--- src/rtl/gpr_file_np_if.sv ---
// Port bundle for gpr_file_np: two combinational read ports, one write port,
// one link write port, a reservation port and the pending-register count.
interface gpr_file_np_if #(
  parameter int DATA_W = 32,
  parameter int ADDR_W = 4
);
  logic [ADDR_W-1:0] ra_addr;
  logic [ADDR_W-1:0] rb_addr;
  logic [DATA_W-1:0] ra_data;
  logic [DATA_W-1:0] rb_data;
  logic              ra_busy;
  logic              rb_busy;
  logic              ba_mode;
  logic              wr_en;
  logic [ADDR_W-1:0] wr_addr;
  logic [DATA_W-1:0] wr_data;
  logic              link_en;
  logic [DATA_W-1:0] link_data;
  logic              rsv_en;
  logic [ADDR_W-1:0] rsv_addr;
  logic [ADDR_W:0]   busy_cnt;

  // No valid/ready handshake: every enable (wr_en, link_en, rsv_en) is a
  // single-cycle command taken at the rising edge on which it is high, and the
  // read ports answer combinationally with no back-pressure.
  modport slave (
    input  ra_addr, rb_addr, ba_mode,
    input  wr_en, wr_addr, wr_data,
    input  link_en, link_data,
    input  rsv_en, rsv_addr,
    output ra_data, rb_data, ra_busy, rb_busy, busy_cnt
  );

  modport master (
    output ra_addr, rb_addr, ba_mode,
    output wr_en, wr_addr, wr_data,
    output link_en, link_data,
    output rsv_en, rsv_addr,
    input  ra_data, rb_data, ra_busy, rb_busy, busy_cnt
  );
endinterface

--- src/rtl/gpr_file_np.sv ---
// General-purpose register file with two read ports, a write port, a link
// write port, optional write-to-read forwarding and per-register pending bits.
module gpr_file_np #(
  parameter int DATA_W   = 32,
  parameter int NREGS    = 16,
  parameter int ADDR_W   = $clog2(NREGS),
  parameter int LINK_REG = NREGS - 1,
  parameter bit BYPASS   = 1'b1
) (
  input logic            clock,
  input logic            clear,
  gpr_file_np_if.slave   bus
);

  localparam logic [ADDR_W-1:0] LINK_A = ADDR_W'(LINK_REG);

  logic [DATA_W-1:0] regs [NREGS];
  logic [NREGS-1:0]  busy;
  logic [NREGS-1:0]  busy_next;
  logic [ADDR_W:0]   cnt;
  logic [ADDR_W:0]   cnt_next;
  logic [DATA_W-1:0] ra_d;
  logic [DATA_W-1:0] rb_d;
  logic              set_one;
  logic              clr_wr;
  logic              clr_lk;

  // Link forwarding is checked first so it beats wr_data on the link register,
  // matching the store priority at the clock edge.
  always_comb begin
    ra_d = regs[bus.ra_addr];
    if (BYPASS) begin
      if (bus.link_en && bus.ra_addr == LINK_A) begin
        ra_d = bus.link_data;
      end else if (bus.wr_en && bus.wr_addr == bus.ra_addr) begin
        ra_d = bus.wr_data;
      end
    end
    if (bus.ba_mode && bus.ra_addr == '0) begin
      ra_d = '0;
    end
  end

  always_comb begin
    rb_d = regs[bus.rb_addr];
    if (BYPASS) begin
      if (bus.link_en && bus.rb_addr == LINK_A) begin
        rb_d = bus.link_data;
      end else if (bus.wr_en && bus.wr_addr == bus.rb_addr) begin
        rb_d = bus.wr_data;
      end
    end
  end

  // Writes clear pending bits, then a reservation re-sets its target so a
  // same-cycle reserve of a written register leaves it pending.
  always_comb begin
    busy_next = busy;
    if (bus.wr_en) begin
      busy_next[bus.wr_addr] = 1'b0;
    end
    if (bus.link_en) begin
      busy_next[LINK_A] = 1'b0;
    end
    if (bus.rsv_en) begin
      busy_next[bus.rsv_addr] = 1'b1;
    end
  end

  // Count deltas mirror busy_next; the link clear is skipped when the write
  // port already targets the link register so it is not counted twice.
  always_comb begin
    set_one = bus.rsv_en && !busy[bus.rsv_addr];
    clr_wr  = bus.wr_en && busy[bus.wr_addr] &&
              !(bus.rsv_en && bus.rsv_addr == bus.wr_addr);
    clr_lk  = bus.link_en && busy[LINK_A] &&
              !(bus.rsv_en && bus.rsv_addr == LINK_A) &&
              !(bus.wr_en && bus.wr_addr == LINK_A);
    cnt_next = cnt + (ADDR_W+1)'(set_one)
                   - (ADDR_W+1)'(clr_wr)
                   - (ADDR_W+1)'(clr_lk);
  end

  always_ff @(posedge clock) begin
    if (clear) begin
      for (int i = 0; i < NREGS; i++) begin
        regs[i] <= '0;
      end
      busy <= '0;
      cnt  <= '0;
    end else begin
      if (bus.wr_en) begin
        regs[bus.wr_addr] <= bus.wr_data;
      end
      // Placed after the write port so link_data wins a shared target.
      if (bus.link_en) begin
        regs[LINK_A] <= bus.link_data;
      end
      busy <= busy_next;
      cnt  <= cnt_next;
    end
  end

  assign bus.ra_data  = ra_d;
  assign bus.rb_data  = rb_d;
  assign bus.ra_busy  = busy[bus.ra_addr];
  assign bus.rb_busy  = busy[bus.rb_addr];
  assign bus.busy_cnt = cnt;

endmodule
--- src/flat_wrapper.sv ---
// flat-port wrapper written by rule: the top's interface ports become plain ports
module gpr_file_np_flat 
#(
  parameter int DATA_W   = 32,
  parameter int NREGS    = 16,
  parameter int ADDR_W   = $clog2(NREGS),
  parameter int LINK_REG = NREGS - 1,
  parameter bit BYPASS   = 1'b1
)
  (clock, clear, bus_ra_addr, bus_rb_addr, bus_ba_mode, bus_wr_en, bus_wr_addr, bus_wr_data, bus_link_en, bus_link_data, bus_rsv_en, bus_rsv_addr, bus_ra_data, bus_rb_data, bus_ra_busy, bus_rb_busy, bus_busy_cnt);
  gpr_file_np_if #(.DATA_W(DATA_W), .ADDR_W(ADDR_W)) bus_i ();
  input logic clock;
  input logic clear;
  input wire logic [$bits(bus_i.ra_addr)-1:0] bus_ra_addr;
  input wire logic [$bits(bus_i.rb_addr)-1:0] bus_rb_addr;
  input wire logic [$bits(bus_i.ba_mode)-1:0] bus_ba_mode;
  input wire logic [$bits(bus_i.wr_en)-1:0] bus_wr_en;
  input wire logic [$bits(bus_i.wr_addr)-1:0] bus_wr_addr;
  input wire logic [$bits(bus_i.wr_data)-1:0] bus_wr_data;
  input wire logic [$bits(bus_i.link_en)-1:0] bus_link_en;
  input wire logic [$bits(bus_i.link_data)-1:0] bus_link_data;
  input wire logic [$bits(bus_i.rsv_en)-1:0] bus_rsv_en;
  input wire logic [$bits(bus_i.rsv_addr)-1:0] bus_rsv_addr;
  output wire logic [$bits(bus_i.ra_data)-1:0] bus_ra_data;
  output wire logic [$bits(bus_i.rb_data)-1:0] bus_rb_data;
  output wire logic [$bits(bus_i.ra_busy)-1:0] bus_ra_busy;
  output wire logic [$bits(bus_i.rb_busy)-1:0] bus_rb_busy;
  output wire logic [$bits(bus_i.busy_cnt)-1:0] bus_busy_cnt;
  assign bus_i.ra_addr = bus_ra_addr;
  assign bus_i.rb_addr = bus_rb_addr;
  assign bus_i.ba_mode = bus_ba_mode;
  assign bus_i.wr_en = bus_wr_en;
  assign bus_i.wr_addr = bus_wr_addr;
  assign bus_i.wr_data = bus_wr_data;
  assign bus_i.link_en = bus_link_en;
  assign bus_i.link_data = bus_link_data;
  assign bus_i.rsv_en = bus_rsv_en;
  assign bus_i.rsv_addr = bus_rsv_addr;
  assign bus_ra_data = bus_i.ra_data;
  assign bus_rb_data = bus_i.rb_data;
  assign bus_ra_busy = bus_i.ra_busy;
  assign bus_rb_busy = bus_i.rb_busy;
  assign bus_busy_cnt = bus_i.busy_cnt;
  gpr_file_np #(.DATA_W(DATA_W), .NREGS(NREGS), .ADDR_W(ADDR_W), .LINK_REG(LINK_REG), .BYPASS(BYPASS)) u_core (.clock(clock), .clear(clear), .bus(bus_i));
endmodule
--- config.mk ---
export PLATFORM = sky130hd
export DESIGN_NAME = gpr_file_np_flat
export DESIGN_NICKNAME = d
export VERILOG_FILES = /design/src/rtl/gpr_file_np_if.sv /design/src/rtl/gpr_file_np.sv /design/src/flat_wrapper.sv
export SDC_FILE = /design/constraint.sdc
export NUM_CORES = 1
export LEC_CHECK = 0
export BUFFER_PORTS_ARGS = -buffer_cell sky130_fd_sc_hd__buf_4
export CAP_MARGIN = 20
export CORE_AREA = 10 10 340 342
export CTS_BUF_LIST = sky130_fd_sc_hd__clkbuf_16
export DETAILED_ROUTE_END_ITERATION = 8
export DIE_AREA = 0 0 350 352
export GPL_TIMING_DRIVEN = 1
export PLACE_DENSITY = 0.52
export SYNTH_ARGS = -nofsm -noshare
export SYNTH_HDL_FRONTEND = slang
export SYNTH_SLANG_ARGS = --single-unit
--- constraint.sdc ---
create_clock -name clock -period 4.55 [get_ports clock]
set_input_delay 0.6825 -clock clock [delete_from_list [all_inputs] [get_ports clock]]
set_output_delay 0.6825 -clock clock [all_outputs]
set_load 0.02 [all_outputs]
==> out/results.tsv <==
metric	value	unit
critPathSlowestCell	a211oi_1	
worstPathArrival	3280	ps
wl	118500	um
antenna_found_initial	5	
yosysSeqAreaShare	52.19	%
synth.top_cell.area_share	50.80	%
synth_cells	2199	
timing.rr.end	u_core.bus.busy_cnt[3]$_SDFF_PP0_	
hold_path_class	primary input to flop	
cts_buffers	60	
die_x	350	um
seqCellArea	0.01580	mm^2
route.detailed.drc	0	
clk_latency	630	ps
fp.dieArea	0.1232	mm^2
holdBufCountCts	0	
rsz0062_at_grt	false	
first_pass_iters	5	
p_seq_share	46.2	%
io_pins	157	
syn-cell-area	0.03027	mm^2
cpPeakStageDelay	550	ps
synth.most_common_cell	edfxtp_1	
reg2reg_slack	1300	ps
worstReg2RegStart	u_core.busy[3]$_SDFF_PP0_	
drive_above_1_share	32.48	%
ant_nets	0	
ys_types	48	
slew_violations	0	
grt_overflow	0	
whs_path_depth	2	
fp.dieH	352	um
num_vias	21051	
clock_sinks	533	
synth_nets	2292	
power_density	359.8	mW/mm^2
cts_resized	0	
cp-end-kind	output pin	
synth_area_leaders	edfxtp_1 (51%), mux4_2 (16%), and2_1 (10%)	
hold_start	bus_link_data[26]	
worstMarginPinSlew	1149	ps
track_usage	18.69	%
gp_congestion	0.8474	
grt_pass1_wl	167000	um
ys_async_sr_fraction	0	%
yosysTopAreaCell	edfxtp_1	
path_cells	buf_6 > buf_12 > mux4_2 > mux2_2 > a211oi_1 > nor4_1 > buf_4	
period_minus_slack	3966	ps
nets	2381	
post_drt_wl_per_cell	31.57	um
p_leak	12.19	nW
ys_warn_count	0	
htree_levels	2	
ys_top_cells_by_count	edfxtp_1 (512), and2_1 (483), mux4_2 (213), mux2_2 (151), clkbuf_1 (139)	
grt_pass1_vias	21329	
combPwrFrac	15.7	%
portBuffers	156	
fillCellCount	10350	
dpl.hpwl	71830	um
synth-edff-count	512	
irDropWorstVdd	278.9	uV
setup_viol	0	
slew_headroom	23.25	%
fmax	252.2	MHz
power.switching	3.376	mW
via_per_inst	5.606	
max-cap-violations	0	
core	0.1086	mm^2
cp-start-kind	primary input	
crit_fanout	42	
ys_ff_latch	533	
rows	121	
internal-power	9.285	mW
place_ws	670.5	ps
swShare	26.66	%
clock_skew	1.394	ps
grt_max_degree	65	
syn_avg_cell_area	13.76	um^2
fin_crit_sh	87.16	%
cp_data_required_time	3870	ps
root_buffer	clkbuf_16	
cts_setup_buffers	0	
power_frac_clock	38.1	%
min_to	u_core.regs[15][26]$_DFFE_PP_	
outcome	complete, no violations	
fin_ws	584.4	ps
start_util	27.88	%
crit_type	primary input to output pin	
clk_pin_slew	60	ps
worstRegToRegCells	11	
clockBufferDepth	3	
multiInputGateArea	0.01355	mm^2
ys.flop_type	edfxtp_1	
final.setup.tns	0	ps
cts_tree	done	
hold_violations	0	
synthToLayoutAreaGrowth	16.28	%
drt_iter0_markers	2487	
power by group through the flow:
stage / clock, mW / sequential (mW) / combinational, mW
floorplan: 0 / 5.86 / 1.17
global placement: 0 / 5.93 / 1.98
detailed placement: 0 / 5.94 / 1.98
CTS: 4.88 / 5.84 / 1.99
global route: 5.11 / 5.87 / 2.09
finish: 4.82 / 5.85 / 1.99
metal layers:
metal  GRT usage (%)  vias up  part of all wire, %
met5               0        -                0.011
met4           6.584        2                  3.7
met3           3.580      225                  8.7
met2           29.79     1218                   46
met1           25.11    10953                   41
li1                -     8653                    -
cell usage in the layout, fill, tap and decap left out, drive strengths merged, types with 34 or more instances in the layout:
cell type and n:
mux2 155, clkbuf 61, mux4 213, nor2 114, buf 253, nor3b 34
nand2 51, and2 483, a22oi 62, edfxtp 512
critical path, delay by kind of cell:
| family | cells | cell delay [ps] |
|---|---|---|
| buf+inv | 3 | 1050 |
| simple gates | 1 | 140 |
| compound gates | 1 | 550 |
| mux | 2 | 810 |
flip-flops by register name (all words and copies together) (netlist names):
signal and count:
u_core.bus.busy_cnt 5, u_core.regs 512, u_core.busy 16
worst max-delay path by stage:
stage / start / depth (start not counted) / endpoint / slack, ps
2_1_floorplan: bus_rsv_addr[0] / 12 / u_core.bus.busy_cnt[3]$_SDFF_PP0_ / 750
3_3_place_gp: bus_ra_addr[0] / 7 / bus_ra_data[4] / 640
3_5_place_dp: bus_ra_addr[0] / 7 / bus_ra_data[4] / 670
4_1_cts: bus_ra_addr[0] / 7 / bus_ra_data[4] / 670
5_1_grt: bus_ra_addr[0] / 7 / bus_ra_data[12] / 470
6_report: bus_ra_addr[0] / 7 / bus_ra_data[12] / 580
per-stage QoR:
| stage | cells | hold slack, ps | utilization (%) | power (mW) | cell area (um^2) |
|---|---|---|---|---|---|
| 4_1_cts | 3751 | 308.1 | 32.41 | 12.71 | 35180 |
| 6_report | 3755 | 334.9 | 32.42 | 12.66 | 35190 |
| 5_1_grt | 3751 | 318.6 | 32.41 | 13.07 | 35180 |
| 3_5_place_dp | 3640 | 542.7 | 30.63 | 7.924 | 33250 |
| 3_3_place_gp | 3640 | 534.2 | 30.63 | 7.906 | 33250 |
| 2_1_floorplan | 2199 | 479.7 | - | 7.030 | 30270 |
area by class of cell:
cell class,instances,share of cell area (%)
clock buffer,61,4.337
clock inverter,50,1.145
sequential,533,44.88
multi-input combinational,1431,38.50
inverter,9,0.09599
timing repair buffer,253,5.987
tap,1414,5.027
antenna,4,0.02844
kinds of logic after synthesis:
family	share of synthesized area (%)
AOI/OAI and AO/OA	6.718
xor gates and xnor gates	0.4340
muxes	21.79
buffers and inverters	3.555
adders and majority gates	0.3390
DFF	52.19
and+or+nand+nor	14.98
No activity file was read; power rests on OpenSTA's default activity.
